==> src/rtl/perm_inverse_pkg.sv <==
// Shared PRNG package: word geometry and the inverse-permutation FSM states.
//   WordWidth    - width of a PRNG output word
//   RotWidth     - width of the rotation-amount field at the top of the word
//   DefaultShift - xorshift distance used by the forward output stage
package perm_inverse_pkg;

    localparam int unsigned WordWidth    = 64;
    localparam int unsigned RotWidth     = 6;
    localparam int unsigned DefaultShift = 6;
    localparam int unsigned CountWidth   = RotWidth + 1;

    typedef enum logic [1:0] {
        StIdle,
        StSearch,
        StUnshift,
        StDone
    } perm_state_e;

endpackage

==> src/rtl/rotl64.sv <==
// Combinational left barrel rotator, one log2 stage per bit of the rotate amount.
//   data    - word to rotate
//   amt     - rotate-left amount
//   rotated - data rotated left by amt
module rotl64
    import perm_inverse_pkg::*;
(
    input  logic [WordWidth-1:0] data,
    input  logic [RotWidth-1:0]  amt,
    output logic [WordWidth-1:0] rotated
);

    logic [WordWidth-1:0] stage;

    always_comb begin
        stage = data;
        for (int unsigned i = 0; i < RotWidth; i++) begin
            if (amt[i]) begin
                stage = (stage << (2 ** i)) | (stage >> (WordWidth - (2 ** i)));
            end
        end
        rotated = stage;
    end

endmodule

==> src/rtl/perm_inverse.sv <==
// Inverse of the PRNG output permutation (xorshift by SHIFT, then rotate right by the
// original top RotWidth bits). Searches all rotation amounts for a self-consistent
// candidate (highest matching amount wins), then undoes the xorshift iteratively.
// Fixed latency of 64 + UNSHIFT_ITERS cycles from accept to out_valid.
//   clk, rst        - clock, asynchronous active-low reset
//   in_valid/ready  - input handshake; in_ready only while idle
//   in_data         - permuted word y
//   out_valid/ready - output handshake; outputs held until accepted
//   out_data        - recovered word x (0 on error)
//   out_rot         - selected rotation amount (0 on error)
//   out_count       - number of self-consistent rotation amounts
//   out_err         - no rotation amount matched
module perm_inverse
    import perm_inverse_pkg::*;
#(
    parameter int unsigned SHIFT         = DefaultShift,
    parameter int unsigned UNSHIFT_ITERS = 10
) (
    input  logic                  clk,
    input  logic                  rst,
    input  logic                  in_valid,
    output logic                  in_ready,
    input  logic [WordWidth-1:0]  in_data,
    output logic                  out_valid,
    input  logic                  out_ready,
    output logic [WordWidth-1:0]  out_data,
    output logic [RotWidth-1:0]   out_rot,
    output logic [CountWidth-1:0] out_count,
    output logic                  out_err
);

    localparam int unsigned IterWidth = (UNSHIFT_ITERS > 1) ? $clog2(UNSHIFT_ITERS) : 1;
    localparam logic [IterWidth-1:0]  IterLast = IterWidth'(UNSHIFT_ITERS - 1);
    localparam logic [IterWidth-1:0]  IterOne  = IterWidth'(1);
    localparam logic [RotWidth-1:0]   RotLast  = '1;
    localparam logic [RotWidth-1:0]   RotOne   = RotWidth'(1);
    localparam logic [CountWidth-1:0] CountOne = CountWidth'(1);

    perm_state_e state_q, state_d;

    logic [WordWidth-1:0]  y_q, y_d;
    logic [RotWidth-1:0]   r_q, r_d;
    logic [IterWidth-1:0]  k_q, k_d;
    logic [CountWidth-1:0] count_q, count_d;
    logic [RotWidth-1:0]   rot_q, rot_d;
    // cand_q is the selected (pre-unshift) candidate, held fixed through UNSHIFT;
    // x_q converges on the recovered word.
    logic [WordWidth-1:0]  cand_q, cand_d;
    logic [WordWidth-1:0]  x_q, x_d;

    logic [WordWidth-1:0]  cand;
    logic                  match;

    rotl64 u_rotl64 (
        .data    (y_q),
        .amt     (r_q),
        .rotated (cand)
    );

    // A candidate is self-consistent when its top field names the rotation that made it.
    assign match = (cand[WordWidth-1 -: RotWidth] == r_q);

    always_comb begin
        state_d = state_q;
        y_d     = y_q;
        r_d     = r_q;
        k_d     = k_q;
        count_d = count_q;
        rot_d   = rot_q;
        cand_d  = cand_q;
        x_d     = x_q;

        unique case (state_q)
            StIdle: begin
                if (in_valid) begin
                    y_d     = in_data;
                    r_d     = '0;
                    k_d     = '0;
                    count_d = '0;
                    rot_d   = '0;
                    cand_d  = '0;
                    x_d     = '0;
                    state_d = StSearch;
                end
            end
            StSearch: begin
                // Later matches overwrite earlier ones, so the degenerate r=0 match
                // loses to any other.
                if (match) begin
                    count_d = count_q + CountOne;
                    rot_d   = r_q;
                    cand_d  = cand;
                    x_d     = cand;
                end
                if (r_q == RotLast) begin
                    k_d     = '0;
                    state_d = StUnshift;
                end else begin
                    r_d = r_q + RotOne;
                end
            end
            StUnshift: begin
                // Top SHIFT bits are already correct; each pass fixes SHIFT more.
                x_d = cand_q ^ (x_q >> SHIFT);
                if (k_q == IterLast) begin
                    state_d = StDone;
                end else begin
                    k_d = k_q + IterOne;
                end
            end
            StDone: begin
                if (out_ready) begin
                    state_d = StIdle;
                end
            end
            default: state_d = StIdle;
        endcase
    end

    always_ff @(posedge clk or negedge rst) begin
        if (!rst) begin
            state_q <= StIdle;
            y_q     <= '0;
            r_q     <= '0;
            k_q     <= '0;
            count_q <= '0;
            rot_q   <= '0;
            cand_q  <= '0;
            x_q     <= '0;
        end else begin
            state_q <= state_d;
            y_q     <= y_d;
            r_q     <= r_d;
            k_q     <= k_d;
            count_q <= count_d;
            rot_q   <= rot_d;
            cand_q  <= cand_d;
            x_q     <= x_d;
        end
    end

    // Outputs decode registered state only, and read as zero outside DONE.
    logic done;
    logic no_match;

    assign done     = (state_q == StDone);
    assign no_match = (count_q == '0);

    assign in_ready  = (state_q == StIdle);
    assign out_valid = done;
    assign out_err   = done && no_match;
    assign out_data  = (done && !no_match) ? x_q : '0;
    assign out_rot   = (done && !no_match) ? rot_q : '0;
    assign out_count = done ? count_q : '0;

endmodule

==> config.mk <==
export PLATFORM = sky130hd
export DESIGN_NAME = perm_inverse
export DESIGN_NICKNAME = d
export VERILOG_FILES = /design/src/rtl/perm_inverse_pkg.sv /design/src/rtl/rotl64.sv /design/src/rtl/perm_inverse.sv
export SDC_FILE = /design/constraint.sdc
export NUM_CORES = 1
export LEC_CHECK = 0
export CAP_MARGIN = 20
export CORE_UTILIZATION = 48
export DETAILED_ROUTE_END_ITERATION = 10
export GPL_TIMING_DRIVEN = 0
export HOLD_SLACK_MARGIN = 0.03
export MAX_ROUTING_LAYER = met4
export PLACE_DENSITY_LB_ADDON = 0.12
export RECOVER_POWER = 25
export SLEW_MARGIN = 20
export SYNTH_ARGS = -nofsm -noshare
export SYNTH_HDL_FRONTEND = slang
export SYNTH_SLANG_ARGS = --single-unit
==> constraint.sdc <==
create_clock -name clk -period 7.4 [get_ports clk]
set_input_delay 1.11 -clock clk [delete_from_list [all_inputs] [get_ports clk]]
set_output_delay 1.11 -clock clk [all_outputs]
set_load 0.05 [all_outputs]
Yosys cells after proc, flatten, opt, wreduce, memory -nomap -nowiden
Cells that the tools add are included.
{"block": "word_totals", "register_bits": 217, "output_inout_bits": 80, "word_cells": 74}
{"block": "op_classes", "addsub": 3, "eq_ne": 13, "n_mux": 30, "n_bitwise": 7, "n_reduce_logical": 13}
{"op": "$mux W64", "count": 9}
{"op": "$pmux W64 S3", "count": 1}
{"op": "$pmux W64 S2", "count": 1}
{"op": "$or A64 B1 Y64", "count": 1}
{"op": "$or A64 B16 Y64", "count": 1}
{"op": "$or A64 B2 Y64", "count": 1}
{"op": "$or A64 B32 Y64", "count": 1}
{"op": "$or A64 B4 Y64", "count": 1}
{"op": "$or A64 B8 Y64", "count": 1}
{"op": "$xor A64 B58 Y64", "count": 1}
{"op": "$mux W6", "count": 4}
{"op": "$pmux W6 S2", "count": 2}
{"op": "$mux W7", "count": 3}
{"op": "$ne A2 B2 Y1 const B", "count": 7}
{"op": "$pmux W7 S2", "count": 1}
{"op": "$mux W4", "count": 3}
{"op": "$pmux W4 S3", "count": 1}
{"op": "$reduce_and A3 Y1", "count": 3}
{"op": "$mux W2", "count": 4}
{"op": "$pmux W2 S4", "count": 1}
{"op": "$reduce_and A4 Y1", "count": 2}
{"op": "$add A7 B1 Y7 const B", "count": 1}
{"op": "$logic_not A7 Y1", "count": 1}
{"op": "$add A6 B1 Y6 const B", "count": 1}
{"op": "other kinds (12)", "count": 14}

Depth between registers and ports, before layout
Gate-level depths: netlist of run 1.
{"block": "depth", "word_depth": 15, "mapped_depth": 15, "mapped_depth_nobuf": 9}

Hierarchy
Synthesis of run 1 repeated with hierarchy kept, for this count alone.
{"block": "unflattened", "hier_cells": 1289, "hier_area_um2": 16006.6}
{"module": "perm_inverse", "n_inst": 1, "cells_each": 1055, "area_each_um2": 11397.2}
{"module": "rotl64", "n_inst": 1, "cells_each": 234, "area_each_um2": 4609.4}

Worst setup path before layout of run 1
OpenSTA, ideal clock, no wires.
{"block": "synth_path", "path_kind": "flip-flop to flip-flop", "startpoint": "reg r_q[0]", "endpoint": "reg x_q[10]", "t_arrival_ns": 3.567, "t_required_ns": 7.273, "slack_ns": 3.705, "path_stages_with_launch": 14, "path_buffers": 4, "period_less_slack_ns": 3.695, "cell_sequence": "dfrtp_1 -> buf_6 -> buf_6 -> buf_6 -> mux2_2 -> mux4_2 -> a2bb2o_2 -> a311oi_1 -> nor2_1 -> a2111oi_2 -> nand2_1 -> a21oi_4 -> buf_6 -> mux2_1"}
{"block": "synth_via", "elab_chain_len": 14}
{"element": "from (decl)", "line": "perm_inverse.sv:42", "text": "logic [RotWidth-1:0] r_q, r_d;"}
{"element": "from (signal assigned)", "line": "perm_inverse.sv:133", "text": "r_q <= r_d;"}
{"element": "$mux W64", "line": "rotl64.sv:18", "text": "if (amt[i]) begin"}
{"element": "$or A64 B2 Y64", "line": "rotl64.sv:19", "text": "stage = (stage << (2 ** i)) | (stage >> (WordWidth - (2 ** i)));"}
{"element": "$mux W64", "line": "rotl64.sv:18"}
{"element": "$or A64 B4 Y64", "line": "rotl64.sv:19"}
{"element": "$mux W64", "line": "rotl64.sv:18"}
{"element": "$or A64 B8 Y64", "line": "rotl64.sv:19"}
{"element": "$mux W64", "line": "rotl64.sv:18"}
{"element": "$or A64 B16 Y64", "line": "rotl64.sv:19"}
{"element": "$mux W64", "line": "rotl64.sv:18"}
{"element": "$or A64 B32 Y64", "line": "rotl64.sv:19"}
{"element": "$mux W64", "line": "rotl64.sv:18"}
{"element": "$eq A6 B6 Y1", "line": "perm_inverse.sv:61", "text": "assign match = (cand[WordWidth-1 -: RotWidth] == r_q);"}
{"element": "$ne A2 B2 Y1 (no line)"}
{"element": "$reduce_and A3 Y1 (no line)"}
{"element": "to (signal assigned)", "line": "perm_inverse.sv:129", "text": "x_q <= '0;"}
{"element": "to (signal assigned)", "line": "perm_inverse.sv:138", "text": "x_q <= x_d;"}
{"element": "to (decl)", "line": "perm_inverse.sv:49", "text": "logic [WordWidth-1:0] x_q, x_d;"}
Several ways; a longest one is shown, not always the timed one. The select of a mux whose other input is x is not followed.
A chain may end at the register's enable or synchronous reset.

Final worst setup path of run 1
{"block": "layout_path", "startpoint": "reg r_q[1]", "endpoint": "reg x_q[16]"}
{"block": "layout_via", "elab_chain_len": 12}
{"element": "$mux W64", "line": "rotl64.sv:18"}
{"element": "$or A64 B4 Y64", "line": "rotl64.sv:19"}
{"element": "$mux W64", "line": "rotl64.sv:18"}
{"element": "$or A64 B8 Y64", "line": "rotl64.sv:19"}
{"element": "$mux W64", "line": "rotl64.sv:18"}
{"element": "$or A64 B16 Y64", "line": "rotl64.sv:19"}
{"element": "$mux W64", "line": "rotl64.sv:18"}
{"element": "$or A64 B32 Y64", "line": "rotl64.sv:19"}
{"element": "$mux W64", "line": "rotl64.sv:18"}
{"element": "$eq A6 B6 Y1", "line": "perm_inverse.sv:61"}
{"element": "$ne A2 B2 Y1 (no line)"}
{"element": "$reduce_and A3 Y1 (no line)"}
Several ways; a longest one is shown, not always the timed one. The select of a mux whose other input is x is not followed.

==> results.md, run 1 <==
- R2R cell count: 13
- Buf+Inv Stages, Crit Path: 4
- Crit path kind: flop to flop
- H-tree Lvls: 1
- Pre-antenna DRT Iters: 6
- Setup TNS: 0 ns
- Die area: 34100 um2
- Gr usage total: 40.6%
- Slew HR: -110%
- Worst reg2reg setup slack: 1.54 ns
- Initial Utilization: 48.9%
- Leakage power: 0.00805 uW
- CTS Root Cell: clkbuf_16
- Post-synth top area share: approximately a third
- CP max stage cell: a21oi_4
- Clk slew on worst S/H paths: around 0.060 ns
- Worst path max stage delay: 0.69 ns
- Synth unique cells: 64
- Fin. Hold Viols: 0
- FF+latch count, synth: about 220
- Most Frequent Cell on Critical Path: buf_2
- Sequential element share of the synthesized area: 33.9%
- Syn_area_per_cell: 9.51 um2
- Yosys top cell by area: dfrtp_1
- Total power: 6140 uW
- Post-synthesis cell count: 1683
- Area contributors post-synth: dfrtp_1 34%, mux4_2 8.7%, mux2i_1 7.6%
- # port buffers: around 150
- Non-Filler Instances: 2318
- Cts repair resizes: 0
- CP arrival: 6.30 ns
- # nets final: approximately 1900
- Hold Path Sink: x_q[3]
- Peak supply drop: 0.215 mV
- Crit-path cells: buf_2 -> buf_2 -> clkbuf_1 -> mux4_2 -> mux2i_1 -> o22ai_1 -> nor4_2 -> xnor2_1 -> a2111oi_2 -> nand2_1 -> a21oi_4 -> buf_6 -> mux2_1
- TritonCTS Sinks: 217
- Clock latency at the later pin of the worst-skew pair: between 0.5 and 0.6 ns
- Number of enable flip-flop cells after synthesis: 0
- Setup Buffers After CTS: 0
- Critical path depth: 13
- Outcome: complete, but fails checks
- CTS tree: built
- Iteration-0 DRC Markers: between 1500 and 2000
- Post-synth ARST share: 100%
- Power Dens Cells: 326 nW/um2
- Max Transition Viols Final: 150
- Number of remaining DRC errors: 0
- Worst-Margin Slew: 3.15 ns
- Placed Cells incl. Taps: between 2000 and 2500
- Drt total wl: 66500 um
- RSZ-0062 raised after global routing: no
- Global-route wire length before repair: 97800 um
- FP Rows: 66
- Cell Area, Synth: 16000 um2
- Core ar.: 32700 um2
- Total grt overflow: 0
- Post-Route Skew: 0.00964 ns
- Proportion of layout cells with a drive suffix above 1: 12.5%
- Via count: 15200
- HP Class: flop to flop
- Die span in x: roughly 180 um
- Min Tclk post-route: 5.86 ns
- Total CTS buffers: 25
- Failing checks: max-capacitance violations, max-slew violations
- Die H: 185 um
- Routability cong.: between 1 and 1.5
- Dpl cell area: 18100 um2
- IO Pins: roughly 150
- Cts hold-fix bufs: 0
- Largest net degree at the start of global routing: 96
- Highest Clock Rate: ~0.17 GHz
- CP startpoint kind: flop
- CP top delay family: buffers and inverters
- Min setup slack post-route: 1.54 ns
- Number of routed nets with antenna violations: 0
- Area grow syn2layout: 17.7%
- Reg2Reg Capture Point: x_q[16]
- Crit. End Element: flop
- Setup WS pre-CTS: 1.84 ns
- Top_reg_cell synth: dfrtp_1
- Max cap viols: 2
- CTS max path bufs: 3
- Post-layout instance area: between 15000 and 20000 um2
- Final setup viols: 0
- Part of the cycle the worst path needs: 79.2%
- CP Data Required Time: about 7.8 ns
- Initial antenna violation count: 1
- Routed vias/inst: roughly 6.6
- Synth warnings: 0
- Worst-path fanout max: 10
- WL/cell: roughly 29 um
- HPWL after DPL: 52400 um
- WHS Path Cells: 1
- Synth Net Count: 1760
- HP Start: x_q[3]
- Worst reg2reg startpoint: r_q[1]
- Vias in the first global route: 14600
## per-stage QoR
stage | util [%] | hold slack [ns]
4_1_cts | 57.7 | 0.484
5_1_grt | 57.6 | 0.499
3_3_place_gp | 55.1 | 0.461
3_5_place_dp | 55.3 | 0.470
6_report | 57.6 | 0.481
2_1_floorplan | - | 0.450
## synth_stat cells (7+ instances only)
| cell type | number |
|---|---|
| nor3_1 | 7 |
| o21ai_0 | 109 |
| o211ai_1 | 27 |
| buf_6 | 9 |
| and2_1 | 10 |
| buf_4 | 7 |
| a22oi_1 | 46 |
| buf_1 | 29 |
| ha_1 | 9 |
| and3_1 | 72 |
| nand2_1 | 254 |
| o22ai_1 | 13 |
| nand3_1 | 98 |
| o221ai_1 | 11 |
| xnor2_1 | 44 |
| a31oi_1 | 7 |
| inv_1 | 12 |
| mux2i_1 | 122 |
| dfrtp_1 | 217 |
| mux4_2 | 62 |
| mux2_1 | 57 |
| clkbuf_1 | 100 |
| buf_2 | 9 |
| nand4_1 | 9 |
| a21oi_1 | 34 |
| nor2_1 | 70 |
| xor2_1 | 17 |
| o311ai_0 | 54 |
| mux2_2 | 96 |
## cell usage in the layout, fill, tap and decap left out, types with 11 or more instances in the layout
cell type	netlist	layout
o211ai_1	27	27
o221ai_1	11	11
clkbuf_1	100	107
mux2_1	57	57
inv_1	12	12
dfrtp_1	217	217
o22ai_1	13	13
nor2_1	70	70
nand3_1	98	98
a22oi_1	46	46
buf_1	29	29
a21oi_1	34	34
mux2_2	96	96
mux4_2	62	62
clkdlybuf4s50_1	0	146
o311ai_0	54	54
xor2_1	17	17
xnor2_1	44	44
mux2i_1	122	122
clkbuf_16	0	25
nand2_1	254	254
and3_1	72	72
o21ai_0	109	109
## routing by layer
| metal | track usage (%) | up-vias | share of wire, % |
|---|---|---|---|
| met4 | 27.3 | 0 | 8.0 |
| met1 | 49.2 | 7536 | 40 |
| met2 | 62.9 | 839 | 46 |
| met3 | 5.95 | 222 | 6.6 |
| met5 | - | - | 0 |
| li1 | - | 6631 | - |
## final cells by class
| class | instances | area [um2] |
|---|---|---|
| inverters | 15 | 56.3 |
| fillers | 3009 | 13900 |
| clock buffers | 35 | 703 |
| flip-flops and latches | 217 | 5430 |
| diodes | 1 | 2.50 |
| plain buffers | 154 | 683 |
| well taps | 442 | 553 |
| multi-input cells | 1297 | 9830 |
| clock inverters | 8 | 82.6 |
| repair buffers | 149 | 1500 |
## power by group
part | internal, uW | switching [uW]
sequential | 1390 | 200
combinational | 1130 | 2200
clock | 697 | 524
total | 3220 | 2920
## worst max path at each step
stage                      start  endpoint  slack [ns]
final                     r_q[1]   x_q[16]        1.54
after global routing         rst   y_q[27]        1.26
after CTS                 r_q[1]   x_q[16]        1.80
after detailed placement  r_q[1]   x_q[16]        1.84
after global placement       rst   y_q[25]       -4.22
after floorplan           r_q[0]   x_q[10]        3.71
## registers in the layout (all words and copies together) (netlist names)
signal	flops
cand_q	64
r_q	6
count_q	7
k_q	4
y_q	64
state_q	2
rot_q	6
x_q	64
## cells by family (layout without fill, tap and decap cells)
group	Yosys count	in the layout	share of synthesized area, %
adder cells (fa/ha/maj)	9	9	0.704
AO/OA/AOI/OAI	341	341	14.5
AND/OR/NAND/NOR	549	549	15.8
flip-flops	217	217	33.9
buffers and inverters	169	361	4.62
XOR/XNOR	61	61	3.34
other	0	1	0
multiplexers	337	337	27.1
Power figures use the tool's default switching activity.
==> run 2: changes to the inputs <==
clock period = 5.9 ns   (was 7.4 ns; I/O delays follow)
==> run 2 against run 1 <==
The flow still finishes with violations (max-capacitance violations, max-slew violations). Worst setup slack worse by 1.1 ns. Utilization about the same. Clock skew up 0.0028 ns. First-iteration DRC count up 2.8%. Via count down 0.54%. Worst hold slack about the same. Combinational power up 26%. Fmax up 6.9%. Sequential cell count unchanged. Count of clock-buffer cells in the layout unchanged. Largest power group unchanged.
==> results.md, run 2 (synthesis gave the netlist of run 1 again) <==
- RSZ-0062 raised after global routing: no
- Internal Pwr Total: 4050 uW
- Proportion of layout cells with a drive suffix above 1: 12.6%
- Gr usage total: 40.6%
- Initial antenna violation count: 1
- Sequential cell area: 5430 um2
- Power Dens Cells: ~410 nW/um2
- CP Data Required Time: 6.30 ns
- # nets final: about 1900
- Worst-Margin Slew: 3.02 ns
- Part of the cycle the worst path needs: 92.9%
- Buf+Inv Stages, Crit Path: 4
- CP top delay family: buffers and inverters
- Most frequent cells in the layout: 254 x nand2_1, 217 x dfrtp_1, 146 x clkdlybuf4s50_1
- Switching Share: 47.5%
- Min setup slack post-route: 0.419 ns
- Critical path depth: 13
- Crit. End Element: flop
- Die area: 34100 um2
- Post-Route Skew: 0.0125 ns
- Global-route wire length before repair: 97800 um
- CP startpoint kind: flop
- Die H: 185 um
- Total power: ~7700 uW
- Number of remaining DRC errors: 0
- Final setup viols: 0
- Drt total wl: 66300 um
- Combinational power share: 54.3%
- Fillers: 3010
- Commonest non-fill, non-tap cell in the layout: nand2_1
- Via count: 15100
- CTS max path bufs: 3
- Die span in x: about 180 um
- Peak supply drop: 0.270 mV
- CTS tree: built
- Multi-input logic area: 9830 um2
- Max Transition Viols Final: 222
- Number of routed nets with antenna violations: 0
- Total CTS buffers: 25
- Setup WS pre-CTS: around 0.34 ns
- CP arrival: 5.88 ns
- R2R cell count: 13
- Failing checks: max-capacitance violations, max-slew violations
- Routed vias/inst: 6.53
- Area grow syn2layout: 17.7%
- Crit-path cells: buf_2 -> buf_1 -> mux4_2 -> mux2i_1 -> o22ai_1 -> nor4_2 -> xnor2_1 -> a2111oi_2 -> nand2_1 -> clkbuf_1 -> clkbuf_1 -> nand3_1 -> o311ai_0
- Leakage power: 0.00805 uW
- Worst path max stage delay: approximately 0.64 ns
- Switching power: roughly 3700 uW
- Crit path kind: flop to flop
- Vias in the first global route: 14600
- FP Rows: 66
- Initial Utilization: between 40% and 50%
- Fin. Hold Viols: 0
- Max cap viols: 3
- TritonCTS Sinks: 217
- H-tree Lvls: 1
- Min Tclk post-route: 5.48 ns
- Pre-antenna DRT Iters: 6
- HP Class: flop to flop
- WHS Path Cells: 1
- Placed Cells incl. Taps: 2274
- Seq pwr share: 25.8%
- # port buffers: 147
- Outcome: complete, but fails checks
- WL/cell: 28.6 um
- Non-Filler Instances: about 2300
- Clock group share of total power: 19.9%
- Clock latency at the later pin of the worst-skew pair: 0.56 ns
- HPWL after DPL: 52400 um
- Core ar.: between 30000 and 40000 um2
- Highest Clock Rate: 0.182 GHz
- Total grt overflow: 0
- Worst-path fanout max: 10
- Clk slew on worst S/H paths: 0.07 ns
- Iteration-0 DRC Markers: 1595
- Largest net degree at the start of global routing: 96
- Most Frequent Cell on Critical Path: clkbuf_1
- CP max stage cell: nor4_2
- Routability cong.: around 1.1
- CTS Root Cell: clkbuf_16
- IO Pins: between 100 and 150
- Slew HR: -102%
- Top Registers: cand_q x64, x_q x64, y_q x64
==> run 2: per-layer routing <==
metal	wire [um]	up-vias	global-route usage, %
li1	-	6623	-
met1	26300	7515	49.2
met2	30400	785	62.9
met3	4350	223	5.95
met4	5310	0	27.3
met5	0	-	-
==> run 2: worst paths after layout <==
| check | startpoint | endpoint | slack, ns |
|---|---|---|---|
| min in group asynchronous | rst | cand_q[56] | 1.31 |
| worst max-delay path | r_q[1] | cand_q[5] | 0.42 |
| max in group asynchronous | rst | y_q[22] | 0.91 |
| worst max register to register | r_q[1] | cand_q[5] | 0.42 |
| worst min-delay path | x_q[3] | x_q[3] | 0.48 |
| worst min register to register | x_q[3] | x_q[3] | 0.48 |
==> run 2: timing repair <==
action	CTS	global route
hold buffers	0	0
buffers inserted	0	1
gates resized for setup	0	0
endpoints found under the setup margin	0	55
==> run 2: stage by stage <==
step | TNS [ns] | instance area [um2] | util, % | hold slack (ns)
after floorplan | 0 | 16000 | - | 0.450
after global placement | -1183.55 | 18000 | 55.1 | 0.461
after detailed placement | 0 | 18100 | 55.3 | 0.470
after CTS | 0 | 18900 | 57.7 | 0.262
after global routing | 0 | 18800 | 57.6 | 0.499
final | 0 | 18800 | 57.6 | 0.481
==> run 2: power by group through the flow <==
| stage | Clock [uW] | Sequential (uW) | Combinational [uW] |
|---|---|---|---|
| after floorplan | 0 | 1910 | 2660 |
| after global placement | 0 | 1990 | 4020 |
| after detailed placement | 0 | 2000 | 4060 |
| after CTS | 1550 | 1980 | 4080 |
| after global routing | 1590 | 2010 | 4410 |
| final | 1530 | 1990 | 4190 |
==> run 2: cell type report <==
class,count,area share [%]
Clock buffer,35,3.73
Antenna cell,1,0.0133
Multi-Input combinational cell,1297,52.2
Inverter,15,0.299
Buffer,153,3.61
Sequential cell,217,28.8
Tap cell,442,2.94
Clock inverter,8,0.439
Timing Repair Buffer,150,7.94
==> run 2: worst register-to-register path: cells and delay by family (launching register included) <==
kind	cells	cell delay (ns)
DFF	1	0.36
AOI/OAI and AO/OA	3	0.82
muxes	2	1.00
buffers and inverters	4	1.64
and+or+nand+nor	3	1.35
xor gates and xnor gates	1	0.16
